**config.mk**
```make
export PLATFORM = sky130hd
export DESIGN_NAME = fft_frame_scheduler
export DESIGN_NICKNAME = d
export VERILOG_FILES = /design/src/rtl/fft_frame_scheduler.sv
export SDC_FILE = /design/constraint.sdc
export NUM_CORES = 1
export LEC_CHECK = 0
export BUFFER_PORTS_ARGS = -buffer_cell sky130_fd_sc_hd__buf_2
export CAP_MARGIN = 20
export CORE_ASPECT_RATIO = 0.7
export CORE_MARGIN = 5
export CORE_UTILIZATION = 45
export CTS_BUF_LIST = sky130_fd_sc_hd__clkbuf_8
export DETAILED_ROUTE_END_ITERATION = 16
export PLACE_DENSITY = 0.78
export SYNTH_ARGS = -nofsm -noshare
export SYNTH_HDL_FRONTEND = slang
export SYNTH_SLANG_ARGS = --single-unit
export TNS_END_PERCENT = 20
```
**constraint.sdc**
```tcl
create_clock -name clk -period 1.7 [get_ports clk]
set_input_delay 0.085 -clock clk [delete_from_list [all_inputs] [get_ports clk]]
set_output_delay 0.085 -clock clk [all_outputs]
set_load 0.02 [all_outputs]
```
**src/rtl/fft_frame_scheduler.sv**
```systemverilog
// fft_frame_scheduler
//   Moves one audio frame at a time from the mic capture path through the FFT
//   engine into the display spectrum buffer:
//     IDLE -> LOAD  on the first mic write to address 0
//     LOAD -> RUN   on mic_start (one-cycle fft_start pulse)
//     RUN  -> DUMP  on fft_done, or RUN -> IDLE on watchdog expiry
//     DUMP -> IDLE  after the lower half-spectrum has been copied and scaled
//   Frames that arrive while the pipeline is busy are dropped and counted.
//
//   Optional feature macro: FFT_PEAK_HOLD_EN
//     When defined, every display bin decays by one per frame unless the new
//     magnitude is larger (peak hold with linear fall-off).
module fft_frame_scheduler #(
  parameter int ADDR_WIDTH   = 6,
  parameter int DATA_WIDTH   = 18,
  parameter int OUT_WIDTH    = 8,
  parameter int SHIFT        = 10,
  parameter int TIMEOUT_BITS = 12
) (
  input  logic                  clk,
  input  logic                  rst,
  input  logic                  mic_we,
  input  logic [ADDR_WIDTH-1:0] mic_addr,
  input  logic [DATA_WIDTH-1:0] mic_data,
  input  logic                  mic_start,
  output logic                  ram_we,
  output logic [ADDR_WIDTH-1:0] ram_addr,
  output logic [DATA_WIDTH-1:0] ram_wdata,
  output logic                  fft_start,
  input  logic                  fft_done,
  output logic [ADDR_WIDTH-2:0] fft_rd_addr,
  input  logic [DATA_WIDTH-1:0] fft_rd_data,
  output logic                  disp_we,
  output logic [ADDR_WIDTH-2:0] disp_addr,
  output logic [OUT_WIDTH-1:0]  disp_data,
  output logic                  frame_ready,
  output logic [7:0]            overrun_cnt,
  output logic                  fft_timeout,
  output logic [1:0]            state
);

  localparam int HALF = 1 << (ADDR_WIDTH - 1);
  // Dump counter value at which the final bin is on the display port.
  localparam logic [ADDR_WIDTH-1:0]   LAST_CNT  = ADDR_WIDTH'(HALF);
  // Watchdog value in the last RUN cycle; the counter would reach all-ones next.
  localparam logic [TIMEOUT_BITS-1:0] WDOG_LAST = {{(TIMEOUT_BITS-1){1'b1}}, 1'b0};

  typedef enum logic [1:0] {
    S_IDLE = 2'd0,
    S_LOAD = 2'd1,
    S_RUN  = 2'd2,
    S_DUMP = 2'd3
  } state_t;

  state_t                  r_state;
  logic                    r_ram_we;
  logic [ADDR_WIDTH-1:0]   r_ram_addr;
  logic [DATA_WIDTH-1:0]   r_ram_wdata;
  logic                    r_fft_start;
  logic [TIMEOUT_BITS-1:0] r_wdog;
  logic [ADDR_WIDTH-1:0]   r_dump_cnt;
  logic                    r_disp_we;
  logic [ADDR_WIDTH-2:0]   r_disp_addr;
  logic                    r_frame_ready;
  logic                    r_timeout;
  logic                    r_drop;
  logic [7:0]              r_overrun;

  logic                    w_addr_zero;
  logic                    w_frame_begin;
  logic                    w_accept;
  logic                    w_busy;
  logic                    w_wdog_expire;
  logic                    w_to_idle;
  logic                    w_overrun_hit;
  logic [OUT_WIDTH-1:0]    w_scaled;
  logic [OUT_WIDTH-1:0]    w_disp_val;

  // Scale a magnitude down by SHIFT and clamp it into the display width.
  function automatic logic [OUT_WIDTH-1:0] sat_scale(input logic [DATA_WIDTH-1:0] mag);
    logic [DATA_WIDTH-1:0] sh;
    sh = mag >> SHIFT;
    if (|(sh >> OUT_WIDTH)) begin
      sat_scale = {OUT_WIDTH{1'b1}};
    end else begin
      sat_scale = sh[OUT_WIDTH-1:0];
    end
  endfunction

  assign w_addr_zero   = (mic_addr == {ADDR_WIDTH{1'b0}});
  assign w_frame_begin = mic_we & w_addr_zero;
  assign w_accept      = mic_we & ((r_state == S_LOAD) | ((r_state == S_IDLE) & w_addr_zero));
  assign w_busy        = (r_state == S_RUN) | (r_state == S_DUMP);
  assign w_wdog_expire = (r_wdog == WDOG_LAST);
  assign w_to_idle     = ((r_state == S_RUN) & ~fft_done & w_wdog_expire) |
                         ((r_state == S_DUMP) & (r_dump_cnt == LAST_CNT));
  // The drop flag can never be set in LOAD, so no LOAD qualifier is needed here.
  assign w_overrun_hit = mic_start & r_drop & (r_state != S_LOAD);
  assign w_scaled      = sat_scale(fft_rd_data);

`ifdef FFT_PEAK_HOLD_EN
  logic [OUT_WIDTH-1:0] r_hold [HALF];
  logic [OUT_WIDTH-1:0] w_hold_dec;

  // Decayed hold value for the bin on the display port, then the larger of it and the new value.
  always_comb begin
    if (r_hold[r_disp_addr] != {OUT_WIDTH{1'b0}}) begin
      w_hold_dec = r_hold[r_disp_addr] - {{(OUT_WIDTH-1){1'b0}}, 1'b1};
    end else begin
      w_hold_dec = {OUT_WIDTH{1'b0}};
    end
    if (w_scaled > w_hold_dec) begin
      w_disp_val = w_scaled;
    end else begin
      w_disp_val = w_hold_dec;
    end
  end

  // Remember what was shown for each bin so the next frame can decay from it.
  always_ff @(posedge clk or posedge rst) begin
    if (rst) begin
      for (int i = 0; i < HALF; i++) begin
        r_hold[i] <= {OUT_WIDTH{1'b0}};
      end
    end else if (r_disp_we) begin
      r_hold[r_disp_addr] <= w_disp_val;
    end
  end
`else
  assign w_disp_val = w_scaled;
`endif

  // Registered write gate towards the shared sample RAM.
  always_ff @(posedge clk or posedge rst) begin
    if (rst) begin
      r_ram_we    <= 1'b0;
      r_ram_addr  <= {ADDR_WIDTH{1'b0}};
      r_ram_wdata <= {DATA_WIDTH{1'b0}};
    end else begin
      r_ram_we    <= w_accept;
      r_ram_addr  <= mic_addr;
      r_ram_wdata <= mic_data;
    end
  end

  // Frame sequencer: state, FFT launch, watchdog and spectrum dump.
  always_ff @(posedge clk or posedge rst) begin
    if (rst) begin
      r_state       <= S_IDLE;
      r_fft_start   <= 1'b0;
      r_wdog        <= {TIMEOUT_BITS{1'b0}};
      r_dump_cnt    <= {ADDR_WIDTH{1'b0}};
      r_disp_we     <= 1'b0;
      r_disp_addr   <= {(ADDR_WIDTH-1){1'b0}};
      r_frame_ready <= 1'b0;
      r_timeout     <= 1'b0;
    end else begin
      r_fft_start   <= 1'b0;
      r_frame_ready <= 1'b0;
      r_disp_we     <= 1'b0;
      case (r_state)
        S_IDLE: begin
          if (w_frame_begin) begin
            r_state <= S_LOAD;
          end
        end
        S_LOAD: begin
          if (mic_start) begin
            r_state     <= S_RUN;
            r_fft_start <= 1'b1;
            r_wdog      <= {TIMEOUT_BITS{1'b0}};
          end
        end
        S_RUN: begin
          // A completion in the expiry cycle still gets dumped.
          if (fft_done) begin
            r_state    <= S_DUMP;
            r_dump_cnt <= {ADDR_WIDTH{1'b0}};
          end else if (w_wdog_expire) begin
            r_state   <= S_IDLE;
            r_timeout <= 1'b1;
          end else begin
            r_wdog <= r_wdog + {{(TIMEOUT_BITS-1){1'b0}}, 1'b1};
          end
        end
        S_DUMP: begin
          // The read address issued this cycle is written to the display next cycle.
          if (r_dump_cnt == LAST_CNT) begin
            r_state       <= S_IDLE;
            r_frame_ready <= 1'b1;
            r_dump_cnt    <= {ADDR_WIDTH{1'b0}};
          end else begin
            r_disp_we   <= 1'b1;
            r_disp_addr <= r_dump_cnt[ADDR_WIDTH-2:0];
            r_dump_cnt  <= r_dump_cnt + {{(ADDR_WIDTH-1){1'b0}}, 1'b1};
          end
        end
        default: begin
          r_state <= S_IDLE;
        end
      endcase
    end
  end

  // Drop flag and saturating overrun counter for frames offered while busy.
  always_ff @(posedge clk or posedge rst) begin
    if (rst) begin
      r_drop    <= 1'b0;
      r_overrun <= 8'd0;
    end else begin
      if (w_to_idle) begin
        r_drop <= 1'b0;
      end else if (w_frame_begin & w_busy) begin
        r_drop <= 1'b1;
      end else if (w_overrun_hit) begin
        r_drop <= 1'b0;
      end else begin
        r_drop <= r_drop;
      end
      if (w_overrun_hit && (r_overrun != 8'hFF)) begin
        r_overrun <= r_overrun + 8'd1;
      end else begin
        r_overrun <= r_overrun;
      end
    end
  end

  assign ram_we      = r_ram_we;
  assign ram_addr    = r_ram_addr;
  assign ram_wdata   = r_ram_wdata;
  assign fft_start   = r_fft_start;
  assign fft_rd_addr = r_dump_cnt[ADDR_WIDTH-2:0];
  assign disp_we     = r_disp_we;
  assign disp_addr   = r_disp_addr;
  // The magnitude arrives one cycle after its read address, in step with the
  // registered disp_we/disp_addr, so the scaled value is taken straight from
  // it and forced to zero whenever no bin is being written.
  assign disp_data   = r_disp_we ? w_disp_val : {OUT_WIDTH{1'b0}};
  assign frame_ready = r_frame_ready;
  assign overrun_cnt = r_overrun;
  assign fft_timeout = r_timeout;
  assign state       = r_state;

endmodule

```
==> run summary <==
status -> finished, violations left
failing checks -> setup timing
clock root cell -> clkbuf_8
top cell type's share of synthesized area -> 0.588
Max VDD drop -> 616 uV
gr ovfl total -> 0
Placement Cell Area -> 3390 um^2
Critical R2R Launch -> state[0]$_DFFE_PP0P_
Fin. Hold Viols -> 0
area grow syn2layout -> 45.2%
vias in the first global route -> 2372
top cells by area, synth -> dfrtp_1 (59%), and2_1 (2.8%), ha_1 (2.3%)
NetSw -> 1.81 mW
clk slew on worst S/H paths -> 0.07 ns
crit-path cells -> buf_4 -> nand2b_1 -> nand4_1 -> nor4_4 -> xor2_2
drt wl/cell -> 17.5 um
share of cells above drive strength 1 -> 0.409
fin area -> 3890 um^2
cts bufs inserted -> 9
RSZ-0062 raised after global routing -> true
Layout Nets -> 426
clock share of power -> 0.251
gpl congestion -> 0.834
initial core utilization -> 0.466
post-synth net total -> 280
CP arrival -> 1.97 ns
Avg Cell Area, Syn -> 11.8 um^2
ys flop type -> dfrtp_1
Synth Area in Compound Gates -> 0.112
CP startpoint kind -> flop
power per cell area -> 1280 nW/um^2
Tmin final -> 1.73 ns
R2R Path End -> overrun_cnt[7]$_DFFE_PP0P_
mapped cell area -> 2680 um^2
largest family of logic cells by synthesized area -> simple AND/OR/NAND/NOR gates
Worst Setup End Kind -> flop
Port Buffers -> 93
hold path start -> mic_we
hold path cells -> 2
Comb power frac -> 0.369
Worst-Skew Late Latency -> 0.34 ns
ys async rst share -> 1.00
Die ar. -> 7620 um^2
Gate Count Post-Synth -> 228
first-pass GRT wire length -> 12300 um
sequential power share -> 0.380
Internal -> 3.16 mW
Post-synth EDFFs -> 0
flops & latches, synth -> 63
mux cell area share after synthesis -> 0.0247
TritonCTS clock tree -> built
Seq/Total Area, Yosys -> 0.588
Core Rows -> 23
post-synthesis adder-cell area fraction -> 0.0233
Routed Antenna Nets -> 0
TritonRoute pass-1 iters -> 4
Layout Skew -> 0.00935 ns
crit path max fanout -> 17
Final setup viols -> 1
Setup Buffers After CTS -> 0
fin. max-slew vios -> 0
DP HPWL -> 4970 um
Worst slew margin -> 0.536
H-tree depth -> 3
total of max-cap violations -> 0
FMAX -> 579 MHz
final worst slack -> -0.0260 ns
worst hold path class -> primary input to flop
xor/xnor share of the synthesized area -> 0.0359
critical setup path kind -> flop to flop
Switching Share -> 0.364
via count -> 2385
count leader, synth -> dfrtp_1
Total GRT Usage -> 0.214
fin crit share -> 1.02
I/O pin count -> 104
maximum clock path buffer count -> 2
die height -> 74.6 um
path depth of the worst reg2reg path -> 5
drt drc -> 0
Die Wd -> 102 um
Synth top cells by count -> dfrtp_1 (63), nor2_1 (14), nand2_1 (13)
end of the worst hold path -> ram_we$_DFF_PP0_
FF-to-FF setup slack -> -0.03 ns
post-synthesis simple-gate area fraction -> 0.189
largest net degree at the start of global routing -> 42
Starting DRT DRC Count -> 117
Yosys cell types -> 49
CP max stage delay -> 0.41 ns
leading area contributor after synthesis -> dfrtp_1
Clock Sinks -> 63
Crit-path slowest cell -> dfrtp_1
initial antenna violation count -> 0
post-DR vias/cell -> 5.24
final hold slack -> 0.0547 ns
Leak -> 1.95 nW
Req. time, crit path -> 1.94 ns
Slew @ Worst Pin -> 0.690 ns
core area -> 5760 um^2
Routed WL -> 7970 um
Ys Warns -> 0
-- registers in the layout, indices dropped and copies added, names as in the netlist --
register,flops
r_dump_cnt,6
ram_addr,6
fft_start,1
state,2
disp_addr,5
overrun_cnt,8
ram_we,1
fft_timeout,1
r_wdog,12
r_drop,1
disp_we,1
frame_ready,1
ram_wdata,18
-- layer usage --
layer  vias to the layer above  share of wire  global-route usage
met5                         -              0                   0
met2                       113           0.48               0.356
met1                      1151           0.41               0.265
met4                         0          0.014              0.0655
met3                         9          0.098              0.0750
li1                       1112              -                   -
-- placed cells by master, fill, tap and decap left out, types with 2 or more instances in the layout --
master | synthesis | routed
buf_2 | 0 | 93
dfrtp_1 | 63 | 63
dlygate4sd3_1 | 0 | 25
buf_4 | 5 | 22
nor2_1 | 14 | 14
nand2_1 | 13 | 13
and2_1 | 12 | 12
nand3_1 | 11 | 10
clkbuf_8 | 0 | 9
nand4_1 | 7 | 7
a21oi_1 | 8 | 7
o21ai_0 | 6 | 6
xor2_1 | 7 | 6
inv_1 | 6 | 6
nor3_1 | 7 | 6
a31oi_1 | 5 | 5
mux2_2 | 5 | 5
ha_1 | 5 | 5
nand2b_1 | 4 | 4
xnor2_1 | 4 | 4
a21boi_0 | 3 | 3
and3_1 | 3 | 3
a21o_1 | 3 | 3
clkinv_2 | 0 | 3
nor2b_1 | 2 | 2
o31ai_1 | 2 | 2
or4_1 | 2 | 2
a31o_2 | 2 | 2
buf_6 | 0 | 2
-- final cells by class --
cell class	instances	area, um^2
Fill cell	380	1860
Sequential cell	63	1580
Multi-Input combinational cell	151	1080
Timing Repair Buffer	143	923
Clock buffer	9	124
Tap cell	75	93.8
Clock inverter	7	65.1
Inverter	6	22.5
Antenna cell	1	2.50
-- worst max-delay path, delay by kind of cell, from the launching register on --
| kind | cells | cell delay (ns) |
|---|---|---|
| XOR/XNOR | 1 | 0.22 |
| buffers and inverters | 1 | 0.22 |
| flip-flops | 1 | 0.41 |
| AND/OR/NAND/NOR | 3 | 0.77 |
-- kinds of logic after synthesis --
group	count (synthesis)
AO/OA/AOI/OAI	41
multiplexers	6
AND/OR/NAND/NOR	88
adder cells (fa/ha/maj)	5
flip-flops	63
XOR/XNOR	11
buffers and inverters	14
-- through the flow --
step | power [mW] | util | std cells | setup WS, ns | TNS [ns]
floorplan | 2.98 | - | 228 | 0.0453 | 0
detailed placement | 3.62 | 0.589 | 413 | 0.0387 | 0
CTS | 4.94 | 0.665 | 454 | 0.0192 | 0
finish | 4.97 | 0.676 | 455 | -0.0260 | -0.0260
global route | 5.26 | 0.676 | 454 | -0.0844 | -0.122
global placement | 3.56 | 0.589 | 413 | 0.0538 | 0
-- timing repair --
action,4_1_cts,5_1_grt
endpoints found under the hold margin,46,0
hold buffers,25,0
gates resized for setup,0,11
setup endpoints to repair,0,8
-- power by group through the flow --
stage	registers, mW	clock network [mW]	logic (mW)
after floorplan	2.12	0	0.857
after detailed placement	1.90	0	1.73
after global placement	1.89	0	1.68
after global routing	1.91	1.36	1.98
final	1.89	1.25	1.83
after CTS	1.87	1.27	1.80
-- how the worst max path moves through the flow --
stage                                startpoint                    endpoint  slack, ns  depth (start not counted)
after CTS                 r_wdog[9]$_DFFE_PP0P_       r_wdog[3]$_DFFE_PP0P_       0.02                          4
after global placement    r_wdog[0]$_DFFE_PP0P_       r_wdog[3]$_DFFE_PP0P_       0.05                          6
after global routing       state[0]$_DFFE_PP0P_  overrun_cnt[7]$_DFFE_PP0P_      -0.08                          5
after detailed placement  r_wdog[9]$_DFFE_PP0P_      r_wdog[10]$_DFFE_PP0P_       0.04                          4
after floorplan                             rst    disp_addr[0]$_DFFE_PP0P_       0.05                          1
final                      state[0]$_DFFE_PP0P_  overrun_cnt[7]$_DFFE_PP0P_      -0.03                          5
Power figures use the tool's default switching activity.
